File: config.mk
export PLATFORM = sky130hd
export DESIGN_NAME = parallel_to_serial
export DESIGN_NICKNAME = d
export VERILOG_FILES = /design/src/rtl/parallel_to_serial.sv
export SDC_FILE = /design/constraint.sdc
export NUM_CORES = 1
export LEC_CHECK = 0
export BUFFER_PORTS_ARGS = -buffer_cell sky130_fd_sc_hd__buf_2
export CAP_MARGIN = 40
export CORE_MARGIN = 3
export CORE_UTILIZATION = 62
export CTS_BUF_LIST = sky130_fd_sc_hd__clkbuf_4 sky130_fd_sc_hd__clkbuf_8
export CTS_CLUSTER_DIAMETER = 200
export CTS_CLUSTER_SIZE = 8
export DETAILED_ROUTE_END_ITERATION = 6
export PLACE_DENSITY = 0.83
export SYNTH_ARGS = -nofsm -noshare
export SYNTH_HDL_FRONTEND = slang
export SYNTH_SLANG_ARGS = --single-unit
File: constraint.sdc
create_clock -name sys_clk -period 3.1 [get_ports sys_clk]
set_input_delay 0.155 -clock sys_clk [delete_from_list [all_inputs] [get_ports sys_clk]]
set_output_delay 0.155 -clock sys_clk [all_outputs]
set_load 0.02 [all_outputs]
File: src/rtl/parallel_to_serial.sv
`default_nettype none
// ============================================================================
//  Module      : parallel_to_serial
//  Description : Byte serializer. Accepts an 8-bit word on a load/ready
//                handshake and sends it LSB-first as a generated serial
//                clock, a frame-start strobe and a data line, followed by a
//                fixed idle gap so the downstream receiver can finish its
//                valid cycle before the next frame.
//  Revision    : 1.0 - initial release
// ============================================================================
module parallel_to_serial #(
    parameter int unsigned HALF_DIV = 4,   // sys_clk cycles per s_clk half period (1..255)
    parameter int unsigned GAP_BITS = 2    // idle bit periods after each frame (1..15)
) (
    input  logic       sys_clk,
    input  logic       i_rst,
    input  logic [7:0] D_in,
    input  logic       load,
    output logic       ready,
    output logic       done,
    output logic       s_clk,
    output logic       s_strobe,
    output logic       s_data
);

    // Last value of the half-period counter.
    localparam logic [7:0]  c_HALF_LAST = 8'(HALF_DIV - 1);
    // Last value of the gap counter: GAP_BITS bit periods of 2*HALF_DIV cycles.
    localparam logic [12:0] c_GAP_LAST  = 13'(GAP_BITS * 2 * HALF_DIV - 1);

    typedef enum logic [1:0] {
        ST_IDLE  = 2'd0,
        ST_SHIFT = 2'd1,
        ST_GAP   = 2'd2
    } state_t;

    state_t      r_state;
    logic [7:0]  r_half;
    logic [2:0]  r_bit;
    logic [12:0] r_gap;
    logic [7:0]  r_shreg;
    logic        r_ready;
    logic        r_done;
    logic        r_sclk;
    logic        r_strobe;

    state_t      w_state_next;
    logic [7:0]  w_half_next;
    logic [2:0]  w_bit_next;
    logic [12:0] w_gap_next;
    logic [7:0]  w_shreg_next;
    logic        w_ready_next;
    logic        w_done_next;
    logic        w_sclk_next;
    logic        w_strobe_next;

    // State and output registers; reset drops the link lines immediately.
    always_ff @(posedge sys_clk or posedge i_rst) begin
        if (i_rst) begin
            r_state  <= ST_IDLE;
            r_half   <= 8'd0;
            r_bit    <= 3'd0;
            r_gap    <= 13'd0;
            r_shreg  <= 8'd0;
            r_ready  <= 1'b1;
            r_done   <= 1'b0;
            r_sclk   <= 1'b0;
            r_strobe <= 1'b0;
        end else begin
            r_state  <= w_state_next;
            r_half   <= w_half_next;
            r_bit    <= w_bit_next;
            r_gap    <= w_gap_next;
            r_shreg  <= w_shreg_next;
            r_ready  <= w_ready_next;
            r_done   <= w_done_next;
            r_sclk   <= w_sclk_next;
            r_strobe <= w_strobe_next;
        end
    end

    // Next-state and next-output logic. The s_clk register doubles as the
    // phase flag: high for the first half of a bit period, low for the second.
    always_comb begin
        w_state_next  = r_state;
        w_half_next   = r_half;
        w_bit_next    = r_bit;
        w_gap_next    = r_gap;
        w_shreg_next  = r_shreg;
        w_ready_next  = r_ready;
        w_done_next   = 1'b0;
        w_sclk_next   = r_sclk;
        w_strobe_next = r_strobe;

        case (r_state)
            ST_IDLE: begin
                w_ready_next  = 1'b1;
                w_sclk_next   = 1'b0;
                w_strobe_next = 1'b0;
                if (load && r_ready) begin
                    // Bit 0 appears on the line in the very next cycle.
                    w_state_next  = ST_SHIFT;
                    w_shreg_next  = D_in;
                    w_half_next   = 8'd0;
                    w_bit_next    = 3'd0;
                    w_gap_next    = 13'd0;
                    w_ready_next  = 1'b0;
                    w_sclk_next   = 1'b1;
                    w_strobe_next = 1'b1;
                end
            end

            ST_SHIFT: begin
                if (r_half == c_HALF_LAST) begin
                    w_half_next = 8'd0;
                    if (r_sclk) begin
                        // Mid-bit: falling edge, data held stable for sampling.
                        w_sclk_next = 1'b0;
                    end else if (r_bit == 3'd7) begin
                        // Last bit done: line goes quiet; shift register is
                        // cleared so s_data reads 0 through gap and idle.
                        w_state_next  = ST_GAP;
                        w_bit_next    = 3'd0;
                        w_gap_next    = 13'd0;
                        w_shreg_next  = 8'd0;
                        w_sclk_next   = 1'b0;
                        w_strobe_next = 1'b0;
                    end else begin
                        // Bit boundary: next bit rides the rising edge.
                        w_bit_next    = r_bit + 3'd1;
                        w_shreg_next  = {1'b0, r_shreg[7:1]};
                        w_sclk_next   = 1'b1;
                        w_strobe_next = 1'b0;
                    end
                end else begin
                    w_half_next = r_half + 8'd1;
                end
            end

            ST_GAP: begin
                if (r_gap == c_GAP_LAST) begin
                    w_state_next = ST_IDLE;
                    w_gap_next   = 13'd0;
                    w_ready_next = 1'b1;
                    w_done_next  = 1'b1;
                end else begin
                    w_gap_next = r_gap + 13'd1;
                end
            end

            default: begin
                w_state_next  = ST_IDLE;
                w_ready_next  = 1'b1;
                w_sclk_next   = 1'b0;
                w_strobe_next = 1'b0;
                w_shreg_next  = 8'd0;
            end
        endcase
    end

    assign ready    = r_ready;
    assign done     = r_done;
    assign s_clk    = r_sclk;
    assign s_strobe = r_strobe;
    assign s_data   = r_shreg[0];

endmodule
`default_nettype wire

# Word level (Yosys, flattened, before mapping)
# Cells that the tools add are included.
[op_classes]
eq_ne = 10
addsub = 3
n_reduce_logical = 12
muxes = 38
n_bitwise = 2
[op_table]
columns = ["operator", "count"]
rows = [
  ["two-way mux 13 bit", 5],
  ["two-way mux 8 bit", 5],
  ["case mux 13 bit (3 select lines)", 1],
  ["case mux 8 bit (3 select lines)", 1],
  ["case mux 8 bit (2 select lines)", 1],
  ["adder 13 x 1 -> 13 bit, second input constant", 1],
  ["== test 13 x 4 -> 1 bit, second input constant", 1],
  ["two-way mux 3 bit", 4],
  ["two-way mux 1 bit", 10],
  ["two-way mux 2 bit", 5],
  ["!= test 2 bit, second input constant", 5],
  ["AND reduction 5 bit", 2],
  ["case mux 1 bit (3 select lines)", 3],
  ["adder 8 x 1 -> 8 bit, second input constant", 1],
  ["== test 8 x 2 -> 1 bit, second input constant", 1],
  ["AND reduction 4 bit", 2],
  ["two-way mux 7 bit", 1],
  ["case mux 2 bit (3 select lines)", 1],
  ["case mux 3 bit (2 select lines)", 1],
  ["AND reduction 2 bit", 3],
  ["adder 3 x 1 -> 3 bit, second input constant", 1],
  ["== test 3 bit, second input constant", 1],
  ["AND reduction 3 bit", 1],
  ["nonzero test 3 bit", 1],
  ["6 further kinds", 7],
]
[word_totals]
wordCells = 74
register_bits = 38

# Longest topological paths before layout
[logic_depth]
word_depth = 5
mapped_depth = 7
depth_no_buf = 5

# Worst setup path before layout
# Ideal clock, no wire load.
[synth_path]
kind = "register -> register"
start = "register r_half[0]"
end = "register r_shreg[0]"
slack_ns = 0.892
period_less_slack_ns = 2.208
arrival_time_ns = 2.084
setup_ns = 0.125
n_path_buf = 0
path_stages_with_launch = 6
required_ns = 2.975
path_cell_list = "dfrtp_1 -> ha_1 -> or4b_4 -> or3_4 -> a21oi_4 -> mux2_2"
[synth_between]
elab_chain_len = 3
[synth_rtl]
columns = ["item", "line_no", "source"]
rows = [
  ["start, declared", "38", "logic [7:0] r_half;"],
  ["start signal, assigned", "71", "r_half <= w_half_next;"],
  ["== test 8 x 2 -> 1 bit", "114", "if (r_half == c_HALF_LAST) begin"],
  ["!= test 2 bit (no source line)", "--", ""],
  ["AND reduction 4 bit (no source line)", "--", ""],
  ["end signal, assigned", "74", "r_shreg <= w_shreg_next;"],
  ["end, declared", "41", "logic [7:0] r_shreg;"],
]
# No other way between the ends.
# A chain may end at the register's enable or synchronous reset.

# Worst setup path after layout
[layout_path]
start = "register r_half[0]"
end = "register r_gap[12]"
[layout_between]
elab_chain_len = 3
[layout_rtl]
columns = ["item", "line_no", "source"]
rows = [
  ["== test 8 x 2 -> 1 bit", "114", ""],
  ["!= test 2 bit (no source line)", "--", ""],
  ["AND reduction 5 bit (no source line)", "--", ""],
  ["end signal, assigned", "73", "r_gap <= w_gap_next;"],
  ["end, declared", "40", "logic [12:0] r_gap;"],
]
# No other way between the ends.

==> metrics <==
CTS Root Cell=clkbuf_4; Die Height=63.85 um; Max stage delay cell, worst path=or4b_4; final wirelength=4252 um; mean area per synthesized cell=10.02 sq um; met2 Resource Use GR=37.16%; Post-DP Area=2167 sq um; crit path DAT=2670 ps; Starting Density=66.32%; clock tree from TritonCTS=built; Top Family by Delay on Critical Path=simple AND/OR/NAND/NOR gates; Pint=1007 uW; DR pass1 iterations=4; DR DRC count=0; TritonCTS Buffers=5; #FFs+latches synth=38; global-route wire length before repair=7238 um; Switching Fraction=35.27%; Area growth syn-to-layout=7.419%; clock sinks=38; Gate Count Post-Synth=207; FILL cells=246; number of global-route vias before repair=1599; post-route cell area=2228 sq um; maximum root-to-sink buffer count=2; final antenna-violating net count=0; FP Rows=20; RR Endpoint=r_gap[12]$_DFFE_PP0P_; Hold WC Path Type=in2reg; reg2reg start=r_half[0]$_DFFE_PP0P_; CP max stage delay=520 ps; GRT Overall Usage=22.26%; routed vias=1687; DRT iter0 DRCs=92; cts hold-fix bufs=1; Clk network pwr share=15.9%; CP Class=reg2reg; post-DR wirelength/cell=15.98 um; Stages on worst setup path=5; Setup Buffers After CTS=0; worst setup path startpoint=r_half[0]$_DFFE_PP0P_; chip width=63.85 um; FF-to-FF path depth=5; Yosys cell types=48; sequential share of power=50.9%; met3 GRT Util=3.515%; post-route setup TNS=0 ps; H-Tree Depth=2; Routability Congestion=0.9036; commonest non-fill, non-tap cell in the layout=dfrtp_1; crit path to=r_gap[12]$_DFFE_PP0P_; Syn Nets=222; final hold vios=0; RSZ-0062 raised after global routing=false; Crit. End Element=flop; Buf/Inv on CP=0; Via density=6.342; layout cells sized above 1=21.17%; Port Buffers=15; register area share after synthesis=45.90%; VDD IR max=469.8 uV; Cell Area, Synth=2074 sq um; Most Crowded Layer GR=met2; hold path depth=3; Static Leak=0.0009779 uW; GR Overflow Total=0; final worst path period share=79.25%; post_cts resized=0; Startpoint Class=flop; power density cells=698.1 nW/um^2; antenna violations before repair=0; Final Max Slew Viols=0; most used cells in the layout excluding fill and tap cells=37 x dfrtp_1, 17 x nand2_1, 15 x buf_2; clk slew on worst S/H paths=100 ps; Peak Freq=0.4070 GHz; Synth Warn #=0; worst clock skew=6.175 ps; Worst slew margin=46.20%; post-route insts no fill=266; pin count of the biggest net entering global routing=39; DP Cell Count=259; status=completed; met1 usage=28.67%; Layout Nets=238; crit path cell chain=ha_1, or4b_4, nor3_4, a31oi_1, a221o_2; CORE AREA=3128 sq um; Clock Latency Late Sink=330 ps; P_sw=548.6 uW; min cycle time layout=2457 ps; Max FO, Critical Path=8; CP required=3320 ps; Tightest Pin Transition=804.0 ps; number of I/O pins=16; final setup fails=0; max_cap viols=0; hold slack=115.7 ps; detailed placer's ending HPWL=3014 um; die footprint=4076 sq um; Logic pwr share=33.3%; ANT cells=0; flop-to-flop setup slack=640 ps
registers in the layout, indices dropped and copies added, names as in the netlist:
name      flops
r_state       2
r_half        8
ready         1
s_clk         1
done          1
s_strobe      1
r_gap        13
r_bit         3
r_shreg       8
worst min path at each step:
stage / startpoint / to / slack, ps
after floorplan: i_rst / done$_DFF_PP0_ / 350
after global placement: i_rst / r_shreg[0]$_DFFE_PP0P_ / 280
after detailed placement: i_rst / r_gap[11]$_DFFE_PP0P_ / 300
after CTS: D_in[7] / r_shreg[7]$_DFFE_PP0P_ / 100
after global routing: D_in[7] / r_shreg[7]$_DFFE_PP0P_ / 150
final: D_in[7] / r_shreg[7]$_DFFE_PP0P_ / 120
layer usage:
layer  part of all wire [%]  wire, um
met1                     44      1891
met2                     50      2140
met3                    3.8       162
met4                    1.4        58
met5                      0         0
Yosys cell counts (all sizes together):
| cell | number | area [sq um] |
|---|---|---|
| dfrtp | 37 | 925.9 |
| nand2 | 17 | 63.81 |
| o21ai | 13 | 65.06 |
| a22o | 12 | 106.4 |
| nand3 | 12 | 60.06 |
| nor2 | 12 | 45.04 |
| nor3 | 11 | 66.32 |
| mux2 | 8 | 90.09 |
| a21oi | 7 | 46.30 |
| inv | 7 | 26.28 |
| a221o | 6 | 67.56 |
| a31oi | 5 | 31.28 |
| and3 | 5 | 31.28 |
| clkbuf | 5 | 18.77 |
| or3 | 5 | 37.54 |
| ha | 4 | 50.05 |
| nand4 | 4 | 25.02 |
| nor2b | 4 | 25.02 |
| buf | 3 | 26.27 |
| mux2i | 3 | 30.03 |
| a21o | 2 | 15.01 |
| and2 | 2 | 13.77 |
| nor3b | 2 | 15.01 |
| nor4 | 2 | 12.51 |
| o21a | 2 | 15.01 |
| o221ai | 2 | 17.52 |
| a211o | 1 | 10.01 |
| a2bb2oi | 1 | 8.760 |
| a31o | 1 | 8.760 |
| a32oi | 1 | 8.760 |
| dfstp | 1 | 26.28 |
| nand2b | 1 | 6.260 |
| nor4b | 1 | 8.760 |
| o2111a | 1 | 11.26 |
| o211ai | 1 | 7.510 |
| o21bai | 1 | 7.510 |
| o31ai | 1 | 7.510 |
| or2 | 1 | 6.260 |
| or4 | 1 | 7.510 |
| or4b | 1 | 13.76 |
| xor2 | 1 | 8.760 |
cell type report:
type                       count  area (sq um)  share of cell area [%]
timing repair buffer          17         92.59                   4.155
inverter                       7         26.28                   1.179
multi-input combinational    154          1051                   47.16
tap                           44         55.05                   2.471
clock buffer                   6         51.30                   2.302
sequential                    38         952.2                   42.73
kinds of logic after synthesis:
kind of cell	synth area share, %
compound gates	20.93
xor+xnor	0.4223
fa+ha+maj	2.413
buf+inv	3.438
flops	45.90
mux	5.790
simple gates	21.11
worst register-to-register path: cells and delay by family, from the launching register on:
kind	cells	cell delay [ps]
fa+ha+maj	1	250
simple gates	2	830
compound gates	2	820
flops	1	440
per-stage QoR:
step           setup WS, ps  total power [uW]  utilization [%]
2_1_floorplan         891.7              1180                -
6_report              643.2              1556            71.24
3_3_place_gp          807.3              1271            69.28
5_1_grt               527.2              1677            71.24
4_1_cts               632.5              1566            71.24
3_5_place_dp          657.3              1317            69.28
power by group through the flow:
| stage | registers, uW | logic (uW) | clock network, uW |
|---|---|---|---|
| 2_1_floorplan | 786 | 395 | 0 |
| 3_3_place_gp | 781 | 490 | 0 |
| 3_5_place_dp | 797 | 520 | 0 |
| 4_1_cts | 787 | 524 | 255 |
| 5_1_grt | 814 | 586 | 278 |
| 6_report | 791 | 517 | 247 |
Power figures use the tool's default switching activity.
